<file path="src/rtl/slave_responder.sv">
// Memory-mapped crossbar target: register-file memory behind a req/ack handshake
// with a fixed wait-state latency (stretchable by hold) and saturating txn counters.
module slave_responder #(
    parameter int N        = 32,
    parameter int DEPTH    = 16,
    parameter int WAIT     = 2,
    parameter int ADDR_LSB = 2
) (
    input  logic         clk,
    input  logic         rst,
    input  logic         req,
    input  logic [N-1:0] addr,
    input  logic         cmd,
    input  logic [N-1:0] wdata,
    input  logic         hold,
    output logic         ack,
    output logic [N-1:0] rdata,
    output logic [15:0]  rd_count,
    output logic [15:0]  wr_count
);
    localparam int         IW       = $clog2(DEPTH);
    localparam logic [3:0] WAIT_CNT = 4'(WAIT);

    typedef enum logic [1:0] {IDLE, BUSY, ACK} state_t;

    state_t          state_q, state_d;
    logic [3:0]      cnt_q, cnt_d;
    logic [IW-1:0]   idx_q, idx_d;
    logic            cmd_q, cmd_d;
    logic [N-1:0]    wdata_q, wdata_d;
    logic            ack_q, ack_d;
    logic [N-1:0]    rdata_q, rdata_d;
    logic [15:0]     rd_count_q, rd_count_d;
    logic [15:0]     wr_count_q, wr_count_d;
    logic            mem_we;
    logic [N-1:0]    mem_q [DEPTH];

    // Only the index field of addr is decoded; upper bits alias by design.
    logic unused_addr_bits;
    assign unused_addr_bits = ^addr;

    always_ff @(posedge clk or negedge rst) begin
        if (!rst) state_q <= IDLE;
        else      state_q <= state_d;
    end

    always_comb begin
        state_d = state_q;
        case (state_q)
            IDLE:    if (req) state_d = BUSY;
            BUSY:    if (!hold && cnt_q == 4'd0) state_d = ACK;
            ACK:     state_d = IDLE;
            default: state_d = IDLE;
        endcase
    end

    always_comb begin
        cnt_d      = cnt_q;
        idx_d      = idx_q;
        cmd_d      = cmd_q;
        wdata_d    = wdata_q;
        ack_d      = 1'b0;
        rdata_d    = rdata_q;
        rd_count_d = rd_count_q;
        wr_count_d = wr_count_q;
        mem_we     = 1'b0;
        case (state_q)
            IDLE: begin
                if (req) begin
                    idx_d   = addr[ADDR_LSB +: IW];
                    cmd_d   = cmd;
                    wdata_d = wdata;
                    cnt_d   = WAIT_CNT;
                end
            end
            BUSY: begin
                if (!hold) begin
                    if (cnt_q == 4'd0) begin
                        ack_d = 1'b1;
                        if (cmd_q) mem_we  = 1'b1;
                        else       rdata_d = mem_q[idx_q];
                    end else begin
                        cnt_d = cnt_q - 4'd1;
                    end
                end
            end
            ACK: begin
                if (cmd_q) begin
                    if (wr_count_q != 16'hFFFF) wr_count_d = wr_count_q + 16'd1;
                end else begin
                    if (rd_count_q != 16'hFFFF) rd_count_d = rd_count_q + 16'd1;
                end
            end
            default: ;
        endcase
    end

    always_ff @(posedge clk or negedge rst) begin
        if (!rst) begin
            cnt_q      <= '0;
            idx_q      <= '0;
            cmd_q      <= 1'b0;
            wdata_q    <= '0;
            ack_q      <= 1'b0;
            rdata_q    <= '0;
            rd_count_q <= '0;
            wr_count_q <= '0;
        end else begin
            cnt_q      <= cnt_d;
            idx_q      <= idx_d;
            cmd_q      <= cmd_d;
            wdata_q    <= wdata_d;
            ack_q      <= ack_d;
            rdata_q    <= rdata_d;
            rd_count_q <= rd_count_d;
            wr_count_q <= wr_count_d;
        end
    end

    // Per-word flops so the whole array clears on reset.
    for (genvar gi = 0; gi < DEPTH; gi++) begin : g_mem
        always_ff @(posedge clk or negedge rst) begin
            if (!rst)
                mem_q[gi] <= '0;
            else if (mem_we && idx_q == IW'(gi))
                mem_q[gi] <= wdata_q;
        end
    end

    assign ack      = ack_q;
    assign rdata    = rdata_q;
    assign rd_count = rd_count_q;
    assign wr_count = wr_count_q;

endmodule

</file>
<file path="config.mk">
export PLATFORM = sky130hd
export DESIGN_NAME = slave_responder
export DESIGN_NICKNAME = d
export VERILOG_FILES = /design/src/rtl/slave_responder.sv
export SDC_FILE = /design/constraint.sdc
export NUM_CORES = 1
export LEC_CHECK = 0
export ABC_AREA = 1
export BUFFER_PORTS_ARGS = -buffer_cell sky130_fd_sc_hd__buf_2
export CORE_MARGIN = 10
export CORE_UTILIZATION = 45
export CTS_CLUSTER_DIAMETER = 150
export DETAILED_ROUTE_END_ITERATION = 6
export PLACE_DENSITY = 0.58
export SLEW_MARGIN = 40
export SYNTH_ARGS = -nofsm -noshare
export SYNTH_HDL_FRONTEND = slang
export SYNTH_SLANG_ARGS = --single-unit
</file>
<file path="constraint.sdc">
create_clock -name clk -period 2 [get_ports clk]
set_input_delay 0.4 -clock clk [delete_from_list [all_inputs] [get_ports clk]]
set_output_delay 0.4 -clock clk [all_outputs]
set_load 0.01 [all_outputs]
</file>
# Yosys cells after proc, flatten, opt, wreduce, memory -nomap -nowiden

Cells that the tools add are included.

Register bits after elaboration: 620
Input port bits: 69
Output and inout bits: 65
Word-level logic and storage cells: 100

$add $sub $neg: 3
$lt $le $gt $ge: 1
Equality and inequality tests: 23
Muxes and demuxes: 17
Bitwise operators: 3
Reduce and logical (&&, ||, !) cells: 28

Operators by type and width:

| kind                                                     | number |
|---|---|
| binary-select mux 32 bit (select 4 bit)                  | 1 |
| 2-to-1 mux 32 bit                                        | 2 |
| adder 16 x 1 -> 16 bit, second input constant            | 2 |
| == test 4 bit, second input constant                     | 8 |
| != test 16 bit, second input constant                    | 2 |
| logical AND 1 bit                                        | 17 |
| == test 4 x 3 -> 1 bit, second input constant            | 4 |
| 2-to-1 mux 4 bit                                         | 3 |
| == test 4 x 2 -> 1 bit, second input constant            | 2 |
| logical NOT 4 bit                                        | 2 |
| != test 2 bit, second input constant                     | 4 |
| case mux 4 bit (2 select lines)                          | 1 |
| AND reduction 4 bit                                      | 2 |
| 2-to-1 mux 1 bit                                         | 7 |
| AND reduction 3 bit                                      | 2 |
| greater-or-equal comparator 5 bit, second input constant | 1 |
| inverter 4 -> 5 bit                                      | 1 |
| == test 4 x 1 -> 1 bit, second input constant            | 1 |
| 2-to-1 mux 2 bit                                         | 2 |
| case mux 2 bit (2 select lines)                          | 1 |
| AND reduction 2 bit                                      | 2 |
| subtractor 4 x 1 -> 4 bit, second input constant         | 1 |
| == test 2 x 1 -> 1 bit, second input constant            | 1 |
| == test 2 bit, second input constant                     | 1 |
| other kinds (4)                                          | 5 |

# Longest topological paths before layout

Word-level depth: 5
Gate-level depth with buffers: 11
Gate-level depth less buffers: 9

# Worst setup path before layout

No wires, ideal clock.

Path kind: reg-to-reg
From: reg cnt_q[0]
To: reg mem_q[387] in the netlist's numbering
Setup time: 66 ps
Arrival time: 1760 ps
Data required time: 1934 ps
Slack: 174 ps
Stages on the path, launching flop included: 10
Buffers on the path: 3
Cell sequence: dfrtp_1 > inv_1 > ha_1 > nand4_2 > nor3_4 > buf_6 > buf_8 > buf_4 > nand3_1 > nand2_1

Word-level cells in the longest chain between the ends: 5

Ends and longest elaborated chain:

| element                        | RTL line | RTL |
|---|---|---|
| start: declaration             | 27       | `logic [3:0] cnt_q, cnt_d;` |
| start signal: assignment       | 109      | `cnt_q <= cnt_d;` |
| logical NOT 4 bit              | 78       | `if (cnt_q == 4'd0) begin` |
| 2-to-1 mux 1 bit               | 78       |  |
| 2-to-1 mux 1 bit               | 77       | `if (!hold) begin` |
| 2-to-1 mux 1 bit               | 67       | `case (state_q)` |
| logical AND 1 bit              | 125      | `else if (mem_we && idx_q == IW'(gi))` |
| end signal: indexed assignment | 126      | `mem_q[gi] <= wdata_q;` |
| end: declaration               | 36       | `logic [N-1:0] mem_q [DEPTH];` |

No other way between the ends.
A chain may end at the register's enable or synchronous reset.

# Worst setup path after layout

From: reg cnt_q[1]
To: reg mem_q[13] in the netlist's numbering

The elaborated chain is that of the path after synthesis.

==> impl_results.md <==
- Hold WS: 0.0229 ns
- GPL Wtd Cong: 0.835
- Number of buffers and inverters on the critical path: 4
- RSZ-0062 raised after global routing: true
- Final worst slack: -0.0102 ns
- Status: finished with violations
- Drt initial violations: 2398
- Number of synthesized register bits: 620
- CP endpoint kind: flop
- Synthesized instance count: 4100
- Register area share after synthesis: 51.6%
- RR Startpoint: cnt_q[1]
- FILL cells: 6420
- Wire per inst: 20.0 um
- Antenna violations before repair: 1
- HP Class: in2reg
- Fin area: 0.0355 mm2
- Switching share of power: 40.3%
- CTS buffer count: 70
- First-pass GRT wire length: 157 mm
- CTS tree: built
- Syn Nets: 4172
- Core area: 0.0660 mm2
- Flop pwr share: 39.5%
- Power Total: 0.0525 W
- Hold Path Origin: wdata[4]
- Ys flop type: dfrtp_1
- CP Cell Sequence: inv_2 > ha_4 > nand4_4 > nor3_4 > buf_6 > clkbuf_16 > nand3_4 > clkbuf_16 > nand2_1 > nand2_1
- Leak: 19.2 nW
- Worst Path Required: 2.50 ns
- Asr flop ratio synth: 100%
- Setup_tns: -0.0419 ns
- Layout Skew: 0.0215 ns
- Vias in the first global route: 26000
- P_int: 0.0314 W
- Psw: 0.0212 W
- Crit path arrival time: 2.51 ns
- Slew headroom: 58.3%
- Top achievable clock speed: 497 MHz
- Setup CP Type: reg2reg
- Placed inst area: 0.0328 mm2
- Final Core Density: 53.8%
- Slowest CP cell: dfrtp_1
- Total length of routed wires: 102 mm
- Post-DP HPWL: 60.6 mm
- IR drop worst, VDD: 825 uV
- I/O Buffers: 105
- Final net count: 4271
- CP Launch Type: flop
- Layout cells sized above 1: 11.3%
- Vias: 27000
- Overall routing resource usage: 25.9%
- Post-synth EDFFs: 0
- GR Overflow Total: 0
- Htree depth: 3
- DRC viols: 0
- Top Family by Delay on Critical Path: simple AND/OR/NAND/NOR gates
- Synthesized area: 0.0301 mm2
- Slew Limit Fails: 0
- Netlist cell types: 28
- Die height: 278 um
- CTS sink count: 620
- Count of final setup violators: 7
- Pwr dens: 1480 mW/mm2
- IO Count: 134
- Worst-Margin Slew: 0.625 ns
- Tmin final: 2.01 ns
- Pin count of the biggest net entering global routing: 92
- Layout area overhead: 18.2%
- Via/cell ratio: 5.28
- Die area: 0.0775 mm2
- Starting Density: 45.6%
- Combinational power share: 34.9%
- Ys Warns: 0
- Clock Tree Buf Depth: 3
- Violated checks: setup timing
- Final Hold Viols: 0
- Worst Setup SP: cnt_q[1]
- Die X: 278 um
- First-pass iteration count of the detailed router: 6
- CTS root buf: clkbuf_16
- Avg Cell Area, Syn: 7.33 um2
- Clock power share: 25.6%
- Routed Antenna Nets: 0
- FP Rows: 94
- Worst skew pair latency: 0.62 ns
- Clock-pin transition on the worst setup and hold timing paths: 0.06 ns
- Max-cap violations: 0
- Final Cycle Share: 101%
- CP peak stage delay: 0.38 ns
- Largest fanout on the critical path: 7
-- layout by cell type (no fill, tap or decap), types with 7 or more instances in the layout --
cell / Yosys / final
nand2_1: 2234 / 2227
nor2_4: 3 / 16
o21ai_1: 78 / 78
xnor2_1: 16 / 16
buf_2: 75 / 104
o21ai_0: 69 / 69
nand3_2: 5 / 10
buf_4: 1 / 111
clkbuf_8: 0 / 14
xor2_1: 7 / 7
dfrtp_1: 620 / 618
nand3_1: 477 / 470
clkinv_2: 0 / 9
buf_12: 0 / 74
inv_1: 61 / 59
nor2_1: 176 / 162
clkbuf_1: 157 / 15
buf_6: 32 / 11
inv_2: 11 / 11
a21oi_1: 36 / 36
clkbuf_16: 0 / 78
-- synth_stat cells, types with 5 or more instances --
cell      number  share of area, %
nor2_1       176               2.2
nand3_2        5              0.17
nand2_1     2234                28
nand3_1      477               7.9
buf_2         75               1.2
xnor2_1       16              0.47
inv_1         61              0.76
clkbuf_1     157               2.0
o21ai_1       78               1.3
a21oi_1       36              0.60
xor2_1         7              0.20
buf_6         32               1.2
inv_2         11              0.14
buf_1         17              0.21
nand4_2        5              0.21
o21ai_0       69               1.1
nand4_1        6              0.12
dfrtp_1      620                52
-- metrics by stage --
stage,instances,setup WS (ns)
floorplan,4100,0.174
global placement,4973,-0.103
finish,5114,-0.0102
global route,5114,-0.0911
CTS,5097,-0.00403
detailed placement,4973,-0.00347
-- cell families after synthesis --
logic type,after synthesis,synth area share (%)
adders and majority gates,3,0.125
AOI/OAI and AO/OA,184,3.08
muxes,1,0.0375
and+or+nand+nor,2914,38.9
buffers and inverters,355,5.59
DFF,620,51.6
xor gates and xnor gates,23,0.670
-- worst min-delay path: stages --
cell,delay (ns)
buf_2,0.08
nor2_1,0.03
a21oi_1,0.09
-- flip-flops by register name, indices dropped and copies added (netlist names) --
register / flops
ack: 1
cmd_q: 1
cnt_q: 4
idx_q: 4
mem_q: 512
rd_count: 16
rdata: 32
state_q: 2
wdata_q: 32
wr_count: 16
-- what timing repair did --
action / in CTS / in global routing
setup endpoints to repair: 6 / 461
buffers inserted: 0 / 10
endpoints found under the hold margin: 37 / 0
gates resized for setup: 3 / 31
cloned: 0 / 6
pin swaps: 0 / 7
hold buffers: 2 / 0
-- metal layers --
layer | track usage (%) | wire length [um] | up-vias
met1 | 36.1 | 46000 | 13000
li1 | - | - | 13000
met2 | 41.5 | 46600 | 868
met3 | 3.88 | 6730 | 173
met5 | 0 | 0 | -
met4 | 7.48 | 2910 | 0
-- final timing paths --
path / end / slack [ns] / cells after the start
worst max-delay path: mem_q[13] / -0.01 / 10
worst min-delay path: wdata_q[4] / 0.02 / 3
worst max register to register: mem_q[13] / -0.01 / 10
worst min register to register: mem_q[88] / 0.47 / 2
max in group asynchronous: mem_q[23] / 0.87 / 4
min in group asynchronous: mem_q[265] / 0.26 / 2
-- power groups by stage --
stage | registers (W) | clock network [W] | logic [W]
global placement | 0.0208 | 0 | 0.0177
CTS | 0.0207 | 0.0136 | 0.0179
floorplan | 0.0195 | 0 | 0.0115
global route | 0.0213 | 0.0142 | 0.0204
finish | 0.0207 | 0.0135 | 0.0183
detailed placement | 0.0208 | 0 | 0.0179
-- final cells by class --
| type | count | area (um2) | share of cell area [%] |
|---|---|---|---|
| Sequential cell | 620 | 15500 | 43.7 |
| Multi-Input combinational cell | 3125 | 13100 | 36.9 |
| Timing Repair Buffer | 310 | 3160 | 8.91 |
| Clock buffer | 103 | 2100 | 5.91 |
| Tap cell | 864 | 1080 | 3.04 |
| Inverter | 72 | 280 | 0.789 |
| Clock inverter | 19 | 278 | 0.782 |
| Antenna cell | 1 | 2.50 | 0.00704 |
(Power assumes the default switching activity.)
